[config.mk]
export PLATFORM = sky130hd
export DESIGN_NAME = uart_load_ctrl_flat
export DESIGN_NICKNAME = d
export VERILOG_FILES = /design/src/rtl/uart_load_pkg.sv /design/src/rtl/uart_load_ctrl_if.sv /design/src/rtl/load_timeout_cnt.sv /design/src/rtl/uart_load_ctrl.sv /design/src/flat_wrapper.sv
export SDC_FILE = /design/constraint.sdc
export NUM_CORES = 1
export LEC_CHECK = 0
export CORE_AREA = 3 3 79 81
export DETAILED_ROUTE_END_ITERATION = 6
export DIE_AREA = 0 0 82 84
export GPL_ROUTABILITY_DRIVEN = 1
export HOLD_SLACK_MARGIN = 0.1
export PLACE_DENSITY = 0.77
export SYNTH_ARGS = -nofsm -noshare
export SYNTH_HDL_FRONTEND = slang
export SYNTH_SLANG_ARGS = --single-unit
export TNS_END_PERCENT = 10
[constraint.sdc]
create_clock -name clk -period 2.6 [get_ports clk]
set_clock_uncertainty 0.05 [all_clocks]
set_input_delay 0.39 -clock clk [delete_from_list [all_inputs] [get_ports clk]]
set_output_delay 0.39 -clock clk [all_outputs]
set_load 0.005 [all_outputs]
[src/rtl/uart_load_pkg.sv]
// Shared types and constants for the UART program/data loader.
package uart_load_pkg;

   typedef enum logic [2:0] {
      ST_IDLE,
      ST_GET_CNT,
      ST_GET_HI,
      ST_GET_LO,
      ST_RUN
   } state_e;

   localparam logic [7:0] HDR_STOP      = 8'hA0;
   localparam logic [7:0] HDR_LOAD_INST = 8'hA1;
   localparam logic [7:0] HDR_LOAD_MEM  = 8'hA2;
   localparam logic [7:0] HDR_RUN       = 8'hA5;

   localparam logic [1:0] UART_SEL_IDLE = 2'd0;
   localparam logic [1:0] UART_SEL_MEM  = 2'd1;
   localparam logic [1:0] UART_SEL_INST = 2'd2;

endpackage

[src/rtl/uart_load_ctrl_if.sv]
// Loader-side bundle: UART RX/TX byte handshakes, datapath load port and CPU control.
interface uart_load_ctrl_if;

   logic        rx_valid;
   logic [7:0]  rx_data;
   logic        tx_ready;
   logic        tx_valid;
   logic [7:0]  tx_data;
   logic        uart_en;
   logic [1:0]  uart_sel;
   logic [15:0] uart_data;
   logic        cpu_reset;
   logic        cpu_done;
   logic        busy;

   modport master (
      input  rx_valid, rx_data, tx_ready, cpu_done,
      output tx_valid, tx_data, uart_en, uart_sel, uart_data, cpu_reset, busy
   );

   modport slave (
      output rx_valid, rx_data, tx_ready, cpu_done,
      input  tx_valid, tx_data, uart_en, uart_sel, uart_data, cpu_reset, busy
   );

endinterface

[src/rtl/load_timeout_cnt.sv]
// Inter-byte watchdog: counts idle cycles while enabled, flags expiry at TIMEOUT_CYC.
module load_timeout_cnt #(
   parameter int TIMEOUT_CYC = 50000
) (
   input  logic clk,
   input  logic reset,
   input  logic clr_i,
   input  logic en_i,
   output logic expire_o
);

   localparam int W = $clog2(TIMEOUT_CYC + 1);
   localparam logic [W-1:0] LIMIT = W'(TIMEOUT_CYC);

   logic [W-1:0] cnt_q, cnt_d;

   // Saturates at LIMIT so a stalled FSM never sees the count wrap back to zero.
   always_comb begin
      cnt_d = cnt_q;
      if (clr_i || !en_i)   cnt_d = '0;
      else if (cnt_q != LIMIT) cnt_d = cnt_q + W'(1);
   end

   always_ff @(posedge clk) begin
      if (reset) cnt_q <= '0;
      else       cnt_q <= cnt_d;
   end

   assign expire_o = en_i && (cnt_q == LIMIT);

endmodule

[src/rtl/uart_load_ctrl.sv]
// Byte-stream command parser: loads instruction/data words, runs/stops the CPU, acks on TX.
module uart_load_ctrl
   import uart_load_pkg::*;
#(
   parameter int         TIMEOUT_CYC = 50000,
   parameter logic [7:0] ACK_OK      = 8'h55,
   parameter logic [7:0] ACK_ERR     = 8'hEE
) (
   input logic             clk,
   input logic             reset,
   uart_load_ctrl_if.master bus
);

   state_e      state_q;
   logic [1:0]  sel_q;
   logic [7:0]  remaining_q;
   logic [7:0]  hi_q;
   logic        uart_en_q;
   logic [1:0]  uart_sel_q;
   logic [15:0] uart_data_q;
   logic        tx_valid_q;
   logic [7:0]  tx_data_q;
   logic        to_en, to_expire;

   assign to_en = (state_q == ST_GET_CNT) || (state_q == ST_GET_HI) || (state_q == ST_GET_LO);

   load_timeout_cnt #(.TIMEOUT_CYC(TIMEOUT_CYC)) u_timeout (
      .clk      (clk),
      .reset    (reset),
      .clr_i    (bus.rx_valid),
      .en_i     (to_en),
      .expire_o (to_expire)
   );

   // A received byte always takes priority over an expiry in the same cycle.
   always_ff @(posedge clk) begin
      if (reset) begin
         state_q     <= ST_IDLE;
         sel_q       <= UART_SEL_IDLE;
         remaining_q <= '0;
         hi_q        <= '0;
         uart_en_q   <= 1'b0;
         uart_sel_q  <= UART_SEL_IDLE;
         uart_data_q <= '0;
         tx_valid_q  <= 1'b0;
         tx_data_q   <= '0;
      end else begin
         uart_en_q   <= 1'b0;
         uart_sel_q  <= UART_SEL_IDLE;
         uart_data_q <= '0;
         if (tx_valid_q && bus.tx_ready) tx_valid_q <= 1'b0;

         case (state_q)
            ST_IDLE: if (bus.rx_valid) begin
               case (bus.rx_data)
                  HDR_LOAD_INST: begin sel_q <= UART_SEL_INST; state_q <= ST_GET_CNT; end
                  HDR_LOAD_MEM:  begin sel_q <= UART_SEL_MEM;  state_q <= ST_GET_CNT; end
                  HDR_RUN:  begin state_q <= ST_RUN; tx_valid_q <= 1'b1; tx_data_q <= ACK_OK; end
                  HDR_STOP: begin tx_valid_q <= 1'b1; tx_data_q <= ACK_OK; end
                  default:  begin tx_valid_q <= 1'b1; tx_data_q <= ACK_ERR; end
               endcase
            end
            ST_GET_CNT: if (bus.rx_valid) begin
               if (bus.rx_data == 8'd0) begin
                  state_q <= ST_IDLE; tx_valid_q <= 1'b1; tx_data_q <= ACK_OK;
               end else begin
                  remaining_q <= bus.rx_data; state_q <= ST_GET_HI;
               end
            end else if (to_expire) begin
               state_q <= ST_IDLE; tx_valid_q <= 1'b1; tx_data_q <= ACK_ERR;
            end
            ST_GET_HI: if (bus.rx_valid) begin
               hi_q <= bus.rx_data; state_q <= ST_GET_LO;
            end else if (to_expire) begin
               state_q <= ST_IDLE; tx_valid_q <= 1'b1; tx_data_q <= ACK_ERR;
            end
            ST_GET_LO: if (bus.rx_valid) begin
               uart_en_q   <= 1'b1;
               uart_sel_q  <= sel_q;
               uart_data_q <= {hi_q, bus.rx_data};
               remaining_q <= remaining_q - 8'd1;
               if (remaining_q == 8'd1) begin
                  state_q <= ST_IDLE; tx_valid_q <= 1'b1; tx_data_q <= ACK_OK;
               end else begin
                  state_q <= ST_GET_HI;
               end
            end else if (to_expire) begin
               state_q <= ST_IDLE; tx_valid_q <= 1'b1; tx_data_q <= ACK_ERR;
            end
            ST_RUN: if ((bus.rx_valid && bus.rx_data == HDR_STOP) || bus.cpu_done) begin
               state_q <= ST_IDLE; tx_valid_q <= 1'b1; tx_data_q <= ACK_OK;
            end
            default: state_q <= ST_IDLE;
         endcase
      end
   end

   assign bus.uart_en   = uart_en_q;
   assign bus.uart_sel  = uart_sel_q;
   assign bus.uart_data = uart_data_q;
   assign bus.tx_valid  = tx_valid_q;
   assign bus.tx_data   = tx_data_q;
   assign bus.cpu_reset = (state_q != ST_RUN);
   assign bus.busy      = (state_q != ST_IDLE);

endmodule

[src/flat_wrapper.sv]
// flat-port wrapper written by rule: the top's interface ports become plain ports
module uart_load_ctrl_flat import uart_load_pkg::*;
#(
   parameter int         TIMEOUT_CYC = 50000,
   parameter logic [7:0] ACK_OK      = 8'h55,
   parameter logic [7:0] ACK_ERR     = 8'hEE
)
  (clk, reset, bus_rx_valid, bus_rx_data, bus_tx_ready, bus_cpu_done, bus_tx_valid, bus_tx_data, bus_uart_en, bus_uart_sel, bus_uart_data, bus_cpu_reset, bus_busy);
  uart_load_ctrl_if bus_i ();
  input logic clk;
  input logic reset;
  input wire logic [$bits(bus_i.rx_valid)-1:0] bus_rx_valid;
  input wire logic [$bits(bus_i.rx_data)-1:0] bus_rx_data;
  input wire logic [$bits(bus_i.tx_ready)-1:0] bus_tx_ready;
  input wire logic [$bits(bus_i.cpu_done)-1:0] bus_cpu_done;
  output wire logic [$bits(bus_i.tx_valid)-1:0] bus_tx_valid;
  output wire logic [$bits(bus_i.tx_data)-1:0] bus_tx_data;
  output wire logic [$bits(bus_i.uart_en)-1:0] bus_uart_en;
  output wire logic [$bits(bus_i.uart_sel)-1:0] bus_uart_sel;
  output wire logic [$bits(bus_i.uart_data)-1:0] bus_uart_data;
  output wire logic [$bits(bus_i.cpu_reset)-1:0] bus_cpu_reset;
  output wire logic [$bits(bus_i.busy)-1:0] bus_busy;
  assign bus_i.rx_valid = bus_rx_valid;
  assign bus_i.rx_data = bus_rx_data;
  assign bus_i.tx_ready = bus_tx_ready;
  assign bus_i.cpu_done = bus_cpu_done;
  assign bus_tx_valid = bus_i.tx_valid;
  assign bus_tx_data = bus_i.tx_data;
  assign bus_uart_en = bus_i.uart_en;
  assign bus_uart_sel = bus_i.uart_sel;
  assign bus_uart_data = bus_i.uart_data;
  assign bus_cpu_reset = bus_i.cpu_reset;
  assign bus_busy = bus_i.busy;
  uart_load_ctrl #(.TIMEOUT_CYC(TIMEOUT_CYC), .ACK_OK(ACK_OK), .ACK_ERR(ACK_ERR)) u_core (.clk(clk), .reset(reset), .bus(bus_i));
endmodule
==> impl_metrics.yaml, run 1 <==
timing:
  clock.fmax_mhz: 419
  hold_slack_ns: 0.401
  setup_tns_ns: 0
  worst_pin_slew_ns: 0.648
  finalCritPeriodShare_pct: 91.8
  setup_ws_ns: 0.212
  rsz0062_at_grt: "false"
  layout_min_cycle_time_ns: 2.39
  max_slew_margin_pct: 56.4
  slew_violations: 0
  hold_viol: 0
  setup-violations-final: 0
route:
  drc: 0
  wirelength_um: 6570
  ant_nets: 0
  wl_per_cell_um: 13.9
  vias: 2614
  drt_first_pass_iters: 4
  vias_per_cell: 5.51
  first_iter_violations: 139
worst_setup_path:
  required_ns: 2.16
  arrival_ns: 1.95
  worstSetupPathType: "reg -> out"
  path_max_fanout: 14
  worstPathCellList: "nor3_1 > inv_1 > clkdlybuf4s50_1"
  slowest_delay_ns: 0.48
  slowest_stage: "dfxtp_1"
  crit_path_start_kind: "flip-flop"
  end_kind: "output pin"
die:
  fp.dieW_um: 82
  ios: 43
  initial_core_util_pct: 53.8
  die-height_um: 84
  placementRows: 27
  dieArea_mm2: 0.00689
  core_mm2: 0.00554
logic_synthesis:
  ys_seq_elements: 65
  synth_ff_type: "dfxtp_1"
  netlist_instances: 343
  synth-warning-count: 0
  ys_seq_area_share_pct: 43.6
  syn_nets: 360
  synthesis.area_mm2: 0.00298
  synth-async-reset-ratio_pct: 0
  synth.distinct_cells: 59
  synth_edf_count: 0
  synth.avg_cell_area_um2: 8.70
clock_tree:
  path_clk_slew_ns: 0.06
  cts_root_buffer: "clkbuf_8"
  cts_resized: 0
  cts_buffers: 9
  clk_latency_ns: 0.35
  cts_buffer_depth: 2
  cts_max_level: 3
  cts_tree: "done"
  postCtsSetupBuffers: 0
  hold_buffers: 0
  clkSinkCount: 65
power:
  leakagePower_nw: 1.34
  p_switching_uw: 466
  power_density_mw_per_mm2: 540
  p_clk_share_pct: 44.0
  ir_worst_vdd_uv: 461
  switching_share_pct: 22.9
  share_comb_of_total_power_pct: 6.3
  p_int_mw: 1.57
  p_seq_share_pct: 49.7
run_status:
  status: "finished, final reports clean"
hold_path:
  worstHoldPathType: "reg -> reg"
placed_design:
  dp.cells: 458
  place.port_buffers: 42
  place_ws_ns: -0.0701
  gp_congestion: 0.832
  hpwl_um: 4690
grt:
  antenna_found_initial: 0
  grt_pass1_vias: 2423
  grt_usage_pct: 20.5
  grt_pass1_wl_um: 11000
  grt_start_max_net_pins: 34
  grt_overflow: 0
finish:
  instances_no_fill: 474
  n_antenna_cell: 0
  drive_gt1_share_pct: 10.9
  layout.nets: 414
  syn_to_final_growth_pct: 26.4
run:
  drv_cap: 0
## metrics by stage
step / total power, mW / util (%) / cell area, um2
after CTS: 2.06 / 68.0 / 3770
after global routing: 2.11 / 68.0 / 3770
after floorplan: 1.10 / - / 2980
after detailed placement: 1.16 / 64.2 / 3550
final: 2.04 / 68.0 / 3770
after global placement: 1.16 / 64.2 / 3550
## worst paths after layout
path | start | to | slack, ns | cells after the start
max | u_core.state_q[0] | bus_busy | 0.21 | 3
min | u_core.bus.tx_data[6] | u_core.bus.tx_data[6] | 0.40 | 2
max reg2reg | u_core.state_q[0] | u_core.bus.tx_data[1] | 0.43 | 5
min reg2reg | u_core.bus.tx_data[6] | u_core.bus.tx_data[6] | 0.40 | 2
## registers in the layout (all words and copies together), names as in the netlist
register                cells
u_core.bus.tx_data          8
u_core.state_q              3
u_core.remaining_q          8
u_core.hi_q                 8
u_core.bus.uart_data       16
u_core.bus.uart_sel         2
u_core.sel_q                2
u_core.bus.uart_en          1
u_core.bus.tx_valid         1
u_core.u_timeout.cnt_q     16
## cells in the mapped netlist, types with 2 or more instances
library cell  count  area share, %
or4_1             3           0.75
dfxtp_1          65             44
o21a_1            2           0.50
buf_2             2           0.34
clkbuf_1         13            1.6
o31ai_1           2           0.50
a31oi_1           4           0.84
and3b_1           2           0.59
nand2b_1          2           0.42
nand4_1           8            1.7
o22ai_1           2           0.42
nand2_1          22            2.8
a311o_1           2           0.67
nor4_1            5            1.0
and4_1            4            1.2
xor2_1            7            2.1
a21oi_1          18            3.0
nand3_1          13            2.2
a21o_1            2           0.50
or3_1             3           0.63
nor2_1           40            5.0
nor3_1           10            1.7
inv_1            19            2.4
o21ai_0          14            2.3
a211oi_1          4            1.0
nand3b_1          2           0.50
a221oi_1          4            1.2
mux2i_1           9            3.0
and2_1           20            4.2
ha_1              4            1.7
xnor2_1           8            2.3
## power groups by stage
stage                     registers [mW]  clock network, mW  logic, mW
final                               1.01              0.896      0.128
after global routing                1.01              0.957      0.140
after CTS                           1.01              0.915      0.128
after detailed placement            1.04                  0      0.127
after global placement              1.04                  0      0.125
after floorplan                     1.04                  0     0.0613
## cells by family after synthesis
group	share of synthesized area, %
XOR/XNOR	4.40
AND/OR/NAND/NOR	25.6
adder cells (fa/ha/maj)	2.01
multiplexers	3.02
flip-flops	43.6
buffers and inverters	5.12
AO/OA/AOI/OAI	16.2
## worst max-delay path, delay by kind of cell, from the launching register on
kind	cells	cell delay, ns
buffers and inverters	2	0.66
flip-flops	1	0.48
AND/OR/NAND/NOR	1	0.47
## layout by cell type (no fill, tap or decap), types with 2 or more instances in the layout
master            n
a211oi_1          4
a21o_1            2
a21oi_1          18
a221oi_1          4
a311o_1           2
a31oi_1           4
and2_1           20
and3b_1           2
and4_1            4
buf_4            19
clkbuf_8         11
clkdlybuf4s50_1  42
clkinv_4          3
dfxtp_1          65
ha_1              4
inv_1            19
mux2i_1           9
nand2_1          22
nand2b_1          2
nand3_1          13
nand3b_1          2
nand4_1           8
nor2_1           40
nor3_1           10
nor4_1            5
o21a_1            2
o21ai_0          14
o22ai_1           2
o31ai_1           2
or3_1             3
or4_1             3
xnor2_1           8
xor2_1            7
## routing by layer
metal  vias to the layer above  global-route usage, %  wire (um)
met4                         0                   7.40        140
met3                        12                   5.51        382
li1                       1324                      -          -
met1                      1202                   25.8       2940
met5                         -                      0          0
met2                        76                   33.0       3100
## layout make-up
type	count	area, um2
Clock inverter	5	63.8
Clock buffer	11	151
Fill cell	440	1770
Timing Repair Buffer	61	563
Inverter	19	71.3
Tap cell	72	90.1
Multi-Input combinational cell	241	1530
Sequential cell	65	1300
Power figures use the tool's default switching activity.
==> run 2, diff against run 1 <==
Settings changed: CORE_AREA 3 3 79 81 to 3 3 82 84, DIE_AREA 0 0 82 84 to 0 0 85 87, PLACE_DENSITY 0.77 to 0.72, SLEW_MARGIN set to 20.
==> run 2 against run 1 <==
  * Sequential share of layout area grew 0.10 points
  * Utilization shrank 5.3 points
  * Sequential cell count is the same
  * Register-to-register slack gained 0.08 ns
  * Critical path depth is the same
  * Non-clock buffer count grew 2
  * First-iteration DRC count grew 24%
  * Sequential power is essentially flat
  * Largest cell class unchanged
==> impl_metrics.yaml, run 2 (synthesis results as in run 1) <==
clock_tree:
  path_clk_slew_ns: 0.08
  cts_resized: 0
  clkSinkCount: 65
  hold_buffers: 0
  postCtsSetupBuffers: 0
  cts_root_buffer: "clkbuf_8"
  clk_latency_ns: 0.35
  cts_tree: "done"
  cts_buffers: 9
  cts_buffer_depth: 2
  cts_max_level: 3
timing:
  setup_ws_ns: 0.198
  clock.fmax_mhz: 416
  worst_pin_slew_ns: 0.652
  rsz0062_at_grt: "false"
  finalCritPeriodShare_pct: 92.4
  setup-violations-final: 0
  hold_viol: 0
  hold_slack_ns: 0.401
  layout_min_cycle_time_ns: 2.40
  max_slew_margin_pct: 56.1
  slew_violations: 0
power:
  leakagePower_nw: 1.33
  share_comb_of_total_power_pct: 6.7
  power_density_mw_per_mm2: 519
  p_switching_uw: 513
  switching_share_pct: 26.3
  ir_worst_vdd_uv: 277
  p_int_mw: 1.44
  p_seq_share_pct: 51.9
  p_clk_share_pct: 41.4
grt:
  grt_overflow: 0
  grt_pass1_vias: 2481
  grt_usage_pct: 19.2
  grt_pass1_wl_um: 11400
  antenna_found_initial: 0
  grt_start_max_net_pins: 34
die:
  dieArea_mm2: 0.00740
  die-height_um: 87
  placementRows: 28
  fp.dieW_um: 85
  initial_core_util_pct: 49.8
  ios: 43
  core_mm2: 0.00599
worst_setup_path:
  rrSetupSlack_ns: 0.51
  required_ns: 2.16
  end_kind: "output pin"
  path_max_fanout: 14
  worstSetupPathType: "reg -> out"
  crit_path_start_kind: "flip-flop"
  arrival_ns: 1.96
finish:
  final_common_cell: "dfxtp_1"
  layout_common_cells: "65 x dfxtp_1, 42 x clkdlybuf4s50_1, 40 x nor2_1"
  drive_gt1_share_pct: 11.4
  n_antenna_cell: 0
  layout.nets: 416
  fin_area_mm2: 0.00376
  syn_to_final_growth_pct: 26.0
route:
  wl_per_cell_um: 14.0
  vias_per_cell: 5.50
  drt_first_pass_iters: 4
  wirelength_um: 6690
  ant_nets: 0
  first_iter_violations: 173
  vias: 2636
  drc: 0
run_status:
  status: "finished, final reports clean"
run:
  drv_cap: 0
placed_design:
  place.port_buffers: 42
  placed_area_mm2: 0.00357
  place_ws_ns: -0.0263
  gp_congestion: 0.830
  hpwl_um: 4770
hold_path:
  worstHoldPathType: "reg -> reg"
-- run 2: changes by cell type in the layout (fill, tap and decap cells not counted), sizes merged --
cell,delta
clkbuf,-2
clkinv,-2
inv,+4
buf,+2
bufinv,-1
clkinvlp,+1
-- run 2: worst max-delay path: stages, from the launching register on --
cell and delay [ns]:
dfxtp_1 0.49, nor3_1 0.45, inv_1 0.19, clkdlybuf4s50_1 0.48
-- run 2: worst paths after layout --
| path | from | endpoint | cells past startpoint |
|---|---|---|---|
| max | u_core.state_q[0] | bus_busy | 3 |
| min | u_core.bus.tx_data[2] | u_core.bus.tx_data[2] | 2 |
| max reg2reg | u_core.state_q[0] | u_core.bus.tx_data[0] | 6 |
| min reg2reg | u_core.bus.tx_data[2] | u_core.bus.tx_data[2] | 2 |
-- run 2: cell type report --
class,instances,area [um2]
inverter,19,71.3
clock inverter,7,61.3
tap,75,93.8
clock buffer,9,124
sequential,65,1300
fill,495,2230
timing repair buffer,63,578
multi-input combinational,241,1530
-- run 2: power groups by stage --
stage | registers (mW) | clock network, mW | logic, mW
final | 1.01 | 0.806 | 0.130
after global routing | 1.01 | 0.865 | 0.143
after CTS | 1.01 | 0.826 | 0.131
after detailed placement | 1.04 | 0 | 0.130
after global placement | 1.04 | 0 | 0.127
after floorplan | 1.04 | 0 | 0.0613
-- run 2: metrics by stage --
stage               utilization, %  setup TNS, ns  std cells  total power [mW]
CTS                           62.7              0        479              1.97
global route                  62.7              0        479              2.02
finish                        62.7              0        479              1.95
floorplan                        -              0        343              1.10
global placement              59.6              0        463              1.16
detailed placement            59.6        -0.0622        463              1.17
-- run 2: metal layers --
| layer | GRT usage [%] | part of all wire, % | wire, um | vias up |
|---|---|---|---|---|
| met5 | 0 | 0 | 0 | - |
| met4 | 8.63 | 1.7 | 114 | 0 |
| met3 | 4.45 | 5.3 | 353 | 13 |
| met2 | 31.4 | 47 | 3120 | 68 |
| met1 | 24.1 | 46 | 3100 | 1227 |
| li1 | - | - | - | 1328 |
